<file path="src/rtl/simon_loader_pkg.sv">
// simon_loader_pkg: shared types and constants for the Simon byte loader
//   loader_state_t : FSM state encoding
//   KEY_BYTES / DATA_BYTES / CNT_W : sizes for the default N=32, M=2 build
//   TIMEOUT_LIMIT  : WAIT watchdog limit (used with SIMON_LOADER_TIMEOUT_EN)
package simon_loader_pkg;
   typedef enum logic [2:0] {IDLE, LOAD, START, WAIT, UNLOAD} loader_state_t;
   localparam int N_DEF = 32;
   localparam int M_DEF = 2;
   localparam int KEY_BYTES = N_DEF * M_DEF / 8;
   localparam int DATA_BYTES = N_DEF / 8;
   localparam int CNT_W = $clog2(DATA_BYTES + 1);
   localparam logic [7:0] TIMEOUT_LIMIT = 8'd255;
endpackage

</file>
<file path="src/rtl/simon_byte_loader_shift.sv">
// byte_shift_reg: register that shifts in a byte on enable, with parallel load
//   clk, rst_n : clock, async active-low clear
//   shift      : shift q left by a byte, byte_in enters at the bottom
//   load, din  : parallel load (has priority over shift)
//   q          : register contents
module byte_shift_reg #(
   parameter int WIDTH = 32
) (
   input  logic             clk,
   input  logic             rst_n,
   input  logic             shift,
   input  logic             load,
   input  logic [7:0]       byte_in,
   input  logic [WIDTH-1:0] din,
   output logic [WIDTH-1:0] q
);
   always_ff @(posedge clk or negedge rst_n)
      if (!rst_n) q <= '0;
      else if (load) q <= din;
      else if (shift) q <= {q[WIDTH-9:0], byte_in};
endmodule

</file>
<file path="src/rtl/simon_byte_loader.sv">
// simon_byte_loader: byte-serial key/plaintext loader and ciphertext unloader for Simon
//   byte_in, key_valid, data_valid : byte input and its key/plaintext strobes
//   byte_out, out_valid, out_ack   : ciphertext byte stream, MSB byte first
//   busy, error                    : activity flag, sticky timeout flag
//   cipher_key/pt/start            : drive the cipher core
//   cipher_ct/done                 : results from the cipher core
//   Macro SIMON_LOADER_TIMEOUT_EN enables the WAIT watchdog and error flag.
module simon_byte_loader
   import simon_loader_pkg::*;
#(
   parameter int N = 32,
   parameter int M = 2
) (
   input  logic           clk,
   input  logic           rst_n,
   input  logic [7:0]     byte_in,
   input  logic           key_valid,
   input  logic           data_valid,
   output logic [7:0]     byte_out,
   output logic           out_valid,
   input  logic           out_ack,
   output logic           busy,
   output logic           error,
   output logic [N*M-1:0] cipher_key,
   output logic [N-1:0]   cipher_pt,
   output logic           cipher_start,
   input  logic [N-1:0]   cipher_ct,
   input  logic           cipher_done
);
   localparam int DB = N / 8;
   localparam int CW = $clog2(DB + 1);
   loader_state_t state, state_n;
   logic [CW-1:0] dcnt, dcnt_n, ocnt, ocnt_n;
   logic          load_ok, key_en, data_en, ct_load, ct_shift, timeout;
   logic [N-1:0]  ct;
   assign load_ok = state == IDLE || state == LOAD;
   assign key_en = key_valid && load_ok;
   // a simultaneous key strobe wins; the data byte is dropped
   assign data_en = data_valid && !key_valid && load_ok;
   assign byte_out = ct[N-1:N-8];
   byte_shift_reg #(.WIDTH(N*M)) u_key (
      .clk(clk), .rst_n(rst_n), .shift(key_en), .load(1'b0),
      .byte_in(byte_in), .din('0), .q(cipher_key)
   );
   byte_shift_reg #(.WIDTH(N)) u_pt (
      .clk(clk), .rst_n(rst_n), .shift(data_en), .load(1'b0),
      .byte_in(byte_in), .din('0), .q(cipher_pt)
   );
   byte_shift_reg #(.WIDTH(N)) u_ct (
      .clk(clk), .rst_n(rst_n), .shift(ct_shift), .load(ct_load),
      .byte_in(8'd0), .din(cipher_ct), .q(ct)
   );
`ifdef SIMON_LOADER_TIMEOUT_EN
   logic [7:0] wdog;
   assign timeout = state == WAIT && !cipher_done && wdog == TIMEOUT_LIMIT - 8'd1;
   always_ff @(posedge clk or negedge rst_n)
      if (!rst_n) begin
         wdog  <= '0;
         error <= 1'b0;
      end else begin
         wdog  <= state == WAIT ? wdog + 8'd1 : 8'd0;
         error <= error | timeout;
      end
`else
   assign timeout = 1'b0;
   assign error = 1'b0;
`endif
   always_comb begin
      state_n  = state;
      dcnt_n   = dcnt;
      ocnt_n   = ocnt;
      ct_load  = 1'b0;
      ct_shift = 1'b0;
      case (state)
         IDLE, LOAD: if (data_en) begin
            dcnt_n  = dcnt == CW'(DB - 1) ? '0 : dcnt + 1'b1;
            state_n = dcnt == CW'(DB - 1) ? START : LOAD;
         end
         START: state_n = WAIT;
         WAIT: begin
            ct_load = cipher_done;
            state_n = cipher_done ? UNLOAD : timeout ? IDLE : WAIT;
            dcnt_n  = timeout ? '0 : dcnt;
         end
         UNLOAD: if (out_ack) begin
            ct_shift = 1'b1;
            ocnt_n   = ocnt == CW'(DB - 1) ? '0 : ocnt + 1'b1;
            state_n  = ocnt == CW'(DB - 1) ? IDLE : UNLOAD;
         end
         default: state_n = IDLE;
      endcase
   end
   // status outputs are registered from the next state so they align with it
   always_ff @(posedge clk or negedge rst_n)
      if (!rst_n) begin
         state        <= IDLE;
         dcnt         <= '0;
         ocnt         <= '0;
         cipher_start <= 1'b0;
         busy         <= 1'b0;
         out_valid    <= 1'b0;
      end else begin
         state        <= state_n;
         dcnt         <= dcnt_n;
         ocnt         <= ocnt_n;
         cipher_start <= state_n == START;
         busy         <= state_n == START || state_n == WAIT || state_n == UNLOAD;
         out_valid    <= state_n == UNLOAD;
      end
endmodule

</file>
<file path="config.mk">
export PLATFORM = sky130hd
export DESIGN_NAME = simon_byte_loader
export DESIGN_NICKNAME = d
export VERILOG_FILES = /design/src/rtl/simon_loader_pkg.sv /design/src/rtl/simon_byte_loader_shift.sv /design/src/rtl/simon_byte_loader.sv
export SDC_FILE = /design/constraint.sdc
export NUM_CORES = 1
export LEC_CHECK = 0
export ABC_CLOCK_PERIOD_IN_PS = 2000
export CAP_MARGIN = 20
export CORE_MARGIN = 5
export CORE_UTILIZATION = 40
export DETAILED_ROUTE_END_ITERATION = 8
export PLACE_DENSITY = 0.8
export SYNTH_ARGS = -nofsm -noshare
export SYNTH_HDL_FRONTEND = slang
export SYNTH_SLANG_ARGS = --single-unit
</file>
<file path="constraint.sdc">
create_clock -name clk -period 2 [get_ports clk]
set_clock_uncertainty 0.1 [all_clocks]
set_input_delay 0.2 -clock clk [delete_from_list [all_inputs] [get_ports clk]]
set_output_delay 0.2 -clock clk [all_outputs]
set_load 0.1 [all_outputs]
</file>
==> results.md, run 1 <==
- Status: finished clean
- FFs w/ async S/R, synth: 1.00
- Final period util: 0.903
- Crit end category: flip-flop
- Via count: 3489
- Final nets: 564
- RSZ-0062 raised after global routing: no
- Reg2reg start: state[1]
- CTS max path bufs: 2
- Initial antenna violation count: 0
- R2R setup slack: 0.19 ns
- Fillers: 1118
- R2R depth: 3
- Avg Cell Area, Syn: 15.3 µm²
- Total gr overflow: 0
- Via density: 4.92
- Largest family of logic cells by synthesized area: multiplexers
- TNS Setup: 0 ns
- CTS Sinks: 140
- Top-area cell type share of the netlist area: 0.633
- Top post-synthesis cells by area: dfrtp_1, mux2_2, a22o_1
- Register area share after synthesis: 0.633
- Most common flop cell mapped by yosys: dfrtp_1
- Crit Path Class: reg2reg
- Yosys reg bits: 140
- Top Family by Delay on Critical Path: simple AND/OR/NAND/NOR gates
- CP cell instances: and4bb_1 -> nor2_4 -> a21o_1
- Slew Viols, Final: 0
- 1st-pass router iterations: 4
- Remaining antenna violation count: 0
- CP peak stage delay: 0.56 ns
- Yosys cell types: 26
- Post-Synth XOR/XNOR Area: 0
- Crit-path slowest cell: nor2_4
- DRT iter0 DRCs: 127
- Hold Violations, Final: 0
- GPL Wtd Cong: 0.804
- Max_cap viols: 0
- CP startpoint kind: flip-flop
- CTS H-tree depth: 4
- Fmax: 553 MHz
- Detailed Place HPWL: 8460 µm
- Fraction of layout cells with a size suffix above 1: 0.457
- CORE AREA: 0.0137 mm²
- Die area: 0.0163 mm²
- Adder-Cell Fraction of Synth Area: 0.00452
- Worst path arrival time: 2.05 ns
- Worst hold path class: in2async
- DRC Markers: 0
- First-pass GRT wire length: 19500 µm
- WL final: 11700 µm
- Cell area after synthesis: 0.00554 mm²
- Die Wd: 128 µm
- Warnings from Yosys: 0
- Storage element area: 0.00350 mm²
- Number of global-route vias before repair: 3810
- Max-slew headroom: 0.549
- Total track usage: 0.150
- Syn nets: 410
- Total CTS buffers: 17
- Critical path data required time: 2.24 ns
- Initial Util: 0.403
- CTS tree: done
- Final setup violation count: 0
- Placement row count: 43
- # port buffers: 152
- Num ports: 154
- Clock transition at the registers of the reported paths: 0.06 ns
- Synth Area in Simple Gates: 0.0274
- Die height: 128 µm
- Crit path max fanout: 32
- R2r endpoint: u_ct.q[13]
- Clock root buffer: clkbuf_16
- Wirelength per Cell: 16.5 µm
- CP bufs+invs: 0
- Largest net degree at the start of global routing: 54
- # diodes: 0
- Largest area contributor in the netlist: dfrtp_1
- Post-CTS sizing: 0
- EDFF count, synth: 0
- Post-synthesis mux area share: 0.195
- Post-Syn Instances: 362
- Min Tclk post-route: 1.81 ns
- Multi-input gate area: 0.00179 mm²
- Worst-Margin Slew: 0.675 ns
- Total setup buffers inserted after CTS: 0
- Latest clock arrival within the worst-skew pair: 0.41 ns
- P&R area growth vs syn: 36.5%
- Compound-Gate Fraction of Synth Area: 0.0929
[cell usage in the layout (no fill, tap or decap), types with 2 or more instances in the layout]
master / netlist / layout
a21o_1: 24 / 24
mux2_1: 10 / 10
mux2_2: 86 / 86
a22o_1: 32 / 32
buf_4: 19 / 115
dfrtp_1: 140 / 140
nand3_1: 4 / 4
buf_12: 0 / 5
a21boi_0: 2 / 2
clkbuf_16: 0 / 17
nor2b_1: 2 / 2
nand2b_1: 4 / 4
clkdlybuf4s50_1: 0 / 44
clkinv_2: 0 / 3
ha_1: 2 / 2
nor3_1: 2 / 2
clkinvlp_4: 0 / 4
clkbuf_8: 0 / 6
o21ai_0: 6 / 6
inv_1: 6 / 6
[worst max-delay path by stage]
stage | cells past startpoint | endpoint | startpoint | slack [ns]
global route | 3 | u_ct.q[1] | state[2] | 0.07
detailed placement | 5 | u_key.q[49] | key_valid | 0.07
global placement | 5 | u_key.q[57] | key_valid | 0.11
finish | 3 | u_ct.q[13] | state[1] | 0.19
floorplan | 5 | u_pt.q[10] | state[1] | 0.34
CTS | 3 | u_ct.q[13] | state[2] | 0.18
[sequential cells by signal, indices dropped and copies added (netlist names)]
name	count
dcnt	3
cipher_start	1
u_key.q	64
state	3
u_ct.q	32
out_valid	1
busy	1
ocnt	3
u_pt.q	32
[per-layer routing]
layer,track usage,up-vias,part of all wire
li1,-,1613,-
met1,0.182,1742,0.41
met2,0.244,122,0.49
met3,0.0661,12,0.088
met4,0.0449,0,0.010
met5,0,-,0
[cells in the mapped netlist (all sizes together), types with 2 or more instances]
library cell / n
a21boi: 2
a21o: 24
ha: 2
a22o: 32
nor3: 2
nand2b: 4
dfrtp: 140
o21ai: 6
buf: 31
inv: 6
nor2b: 2
mux2: 96
nand3: 4
nor3b: 2
nor2: 2
[final cells by class]
class	instances	area share
Timing Repair Buffer	166	0.189
Sequential cell	140	0.464
Multi-Input combinational cell	185	0.237
Clock inverter	9	0.0111
Tap cell	180	0.0298
Inverter	6	0.00298
Clock buffer	23	0.0672
[cells by family (layout without fill, tap and decap cells)]
logic type | count (synthesis) | in the layout
fa+ha+maj | 2 | 2
compound gates | 65 | 65
simple gates | 21 | 21
flops | 140 | 140
buf+inv | 37 | 204
mux | 96 | 96
other cells | 1 | 1
[stage by stage]
step	hold slack (ns)	cell area [µm²]	util	std cells	worst slack (ns)
floorplan	-0.196	5540	-	362	0.339
global placement	0.0806	6960	0.507	676	0.109
detailed placement	0.0898	6960	0.507	676	0.0673
CTS	0.221	7560	0.551	709	0.182
global route	0.261	7560	0.551	709	0.0723
finish	0.219	7560	0.551	709	0.193
[timing repair]
| item | CTS | global route |
|---|---|---|
| hold buffers | 1 | 0 |
| endpoints found under the hold margin | 49 | 0 |
| setup endpoints to repair | 0 | 0 |
Power of run 1 is left out: the tool's default activity adds up to more than one toggle a clock period on the data nets, which glitch-free logic cannot reach.
==> run 2, diff against run 1 <==
--- a/config.mk
+++ b/config.mk
@@ -9,8 +9,9 @@
 export CAP_MARGIN = 20
 export CORE_MARGIN = 5
 export CORE_UTILIZATION = 40
+export CTS_CLUSTER_SIZE = 8
 export DETAILED_ROUTE_END_ITERATION = 8
-export PLACE_DENSITY = 0.8
+export PLACE_DENSITY = 0.7
 export SYNTH_ARGS = -nofsm -noshare
 export SYNTH_HDL_FRONTEND = slang
 export SYNTH_SLANG_ARGS = --single-unit
==> run 2 against run 1 <==
Net effect: sequential share of layout area rose by 0.39 points; register-to-register slack got worse by 0.02 ns; maximum frequency fell by 1.0%; first-iteration DRC count rose by 36%; count of clock-buffer cells in the layout grew 3; highest routed layer unchanged; utilization shrank 0.46 points; critical path depth unchanged; cell count down 1.1%; routed wire length up 0.65%; flip-flop and latch count stayed put; die area unchanged; hold slack lost 0.086 ns.
==> results.md, run 2 (same netlist as run 1, synthesis figures left out) <==
- Status: finished clean
- Via count: 3418
- CTS H-tree depth: 4
- GPL Wtd Cong: 0.767
- Hold buffer count at CTS: 1
- 1st-pass router iterations: 4
- Storage element area: 0.00350 mm²
- Top Registers: u_key.q: 64 flops, u_ct.q: 32 flops, u_pt.q: 32 flops
- Final setup violation count: 0
- Die height: 128 µm
- Slew Viols, Final: 0
- Wirelength per Cell: 16.8 µm
- Final period util: 0.913
- CP startpoint kind: flip-flop
- Via density: 4.88
- Crit path max fanout: 32
- CORE AREA: 0.0137 mm²
- DRT iter0 DRCs: 173
- # port buffers: 152
- Initial antenna violation count: 0
- R2r endpoint: u_ct.q[5]
- Max reg flops: 64
- Clock root buffer: clkbuf_16
- Fmax: 548 MHz
- CTS tree: done
- Max_cap viols: 0
- Total CTS buffers: 17
- Worst path arrival time: 2.06 ns
- Worst hold path class: in2async
- Placement row count: 43
- Number of global-route vias before repair: 3661
- Top reg by flops: u_key.q
- RSZ-0062 raised after global routing: no
- Crit Path Class: reg2reg
- Max-slew headroom: 0.512
- Worst-Margin Slew: 0.730 ns
- Crit end category: flip-flop
- Critical path data required time: 2.24 ns
- R2R setup slack: 0.17 ns
- Fraction of layout cells with a size suffix above 1: 0.440
- WL final: 11800 µm
- Latest clock arrival within the worst-skew pair: 0.41 ns
- R2R depth: 3
- Min Tclk post-route: 1.83 ns
- # diodes: 0
- P&R area growth vs syn: 35.4%
- Clock transition at the registers of the reported paths: 0.05 ns
- Total gr overflow: 0
- Die Wd: 128 µm
- Die area: 0.0163 mm²
- CTS Sinks: 140
- Hold Violations, Final: 0
- Largest net degree at the start of global routing: 63
- Final nets: 560
- DRC Markers: 0
- Highest-count cells in the layout ignoring fill and taps: dfrtp_1, buf_4, mux2_2, clkdlybuf4s50_1, a22o_1
- Detailed Place HPWL: 8260 µm
- Total track usage: 0.148
- Reg2reg start: state[1]
- Fillers: 1161
- Total setup buffers inserted after CTS: 0
- Post-CTS sizing: 0
- Most common cell after layout, fill and taps aside: dfrtp_1
- Multi-input gate area: 0.00179 mm²
- Remaining antenna violation count: 0
- First-pass GRT wire length: 18900 µm
- TNS Setup: 0 ns
- Initial Util: 0.403
- Num ports: 154
- Final core utilization: 0.546
- CTS max path bufs: 2
## run 2: cell count changes in the layout (fill, tap and decap cells not counted), sizes merged
cell / before / now
buf: 121 / 117
clkinvlp: 4 / 0
clkbuf: 23 / 26
clkinv: 3 / 1
inv: 7 / 6
## run 2: per-stage QoR
step                hold WS (ns)  instance area [µm²]  setup slack, ns  std cells
CTS                        0.113                 7490            0.161        701
global route               0.141                 7490           0.0307        701
floorplan                 -0.196                 5540            0.339        362
global placement         -0.0189                 6950           0.0537        672
finish                     0.133                 7490            0.174        701
detailed placement       -0.0162                 6950           0.0273        672
## run 2: area by class of cell
| type | instances | area share |
|---|---|---|
| tap | 180 | 0.0301 |
| clock buffer | 26 | 0.0666 |
| sequential | 140 | 0.467 |
| clock inverter | 2 | 0.00467 |
| inverter | 6 | 0.00301 |
| multi-input combinational | 185 | 0.239 |
| timing repair buffer | 162 | 0.189 |
## run 2: worst max-delay path, stage by stage (launching register included)
cell and delay, ns:
dfrtp_1 0.52, and4bb_1 0.32, nor2_4 0.59, a22o_1 0.23
## run 2: routing by layer
metal  share of wire  global-route usage  up-vias
met5               0                   0        -
li1                -                   -     1586
met4           0.015              0.0581        0
met2            0.47               0.225      112
met3            0.10              0.0769       16
met1            0.42               0.178     1704
## run 2: how the worst max path moves through the flow
stage | from | to | slack [ns] | cells after the start
final | state[1] | u_ct.q[5] | 0.17 | 3
after floorplan | state[1] | u_pt.q[10] | 0.34 | 5
after global placement | key_valid | u_key.q[53] | 0.05 | 5
after global routing | state[1] | u_ct.q[4] | 0.03 | 3
after CTS | state[1] | u_ct.q[4] | 0.16 | 3
after detailed placement | key_valid | u_key.q[58] | 0.03 | 5
Power of run 2 is left out for the same reason.
==> run 3, diff against run 2 <==
--- a/config.mk
+++ b/config.mk
@@ -5,7 +5,6 @@
 export SDC_FILE = /design/constraint.sdc
 export NUM_CORES = 1
 export LEC_CHECK = 0
-export ABC_CLOCK_PERIOD_IN_PS = 2000
 export CAP_MARGIN = 20
 export CORE_MARGIN = 5
 export CORE_UTILIZATION = 40
==> results of run 3 <==
No change in the layout: final DEF, timing and power equal those of run 2.
Power of run 3 is left out for the same reason.
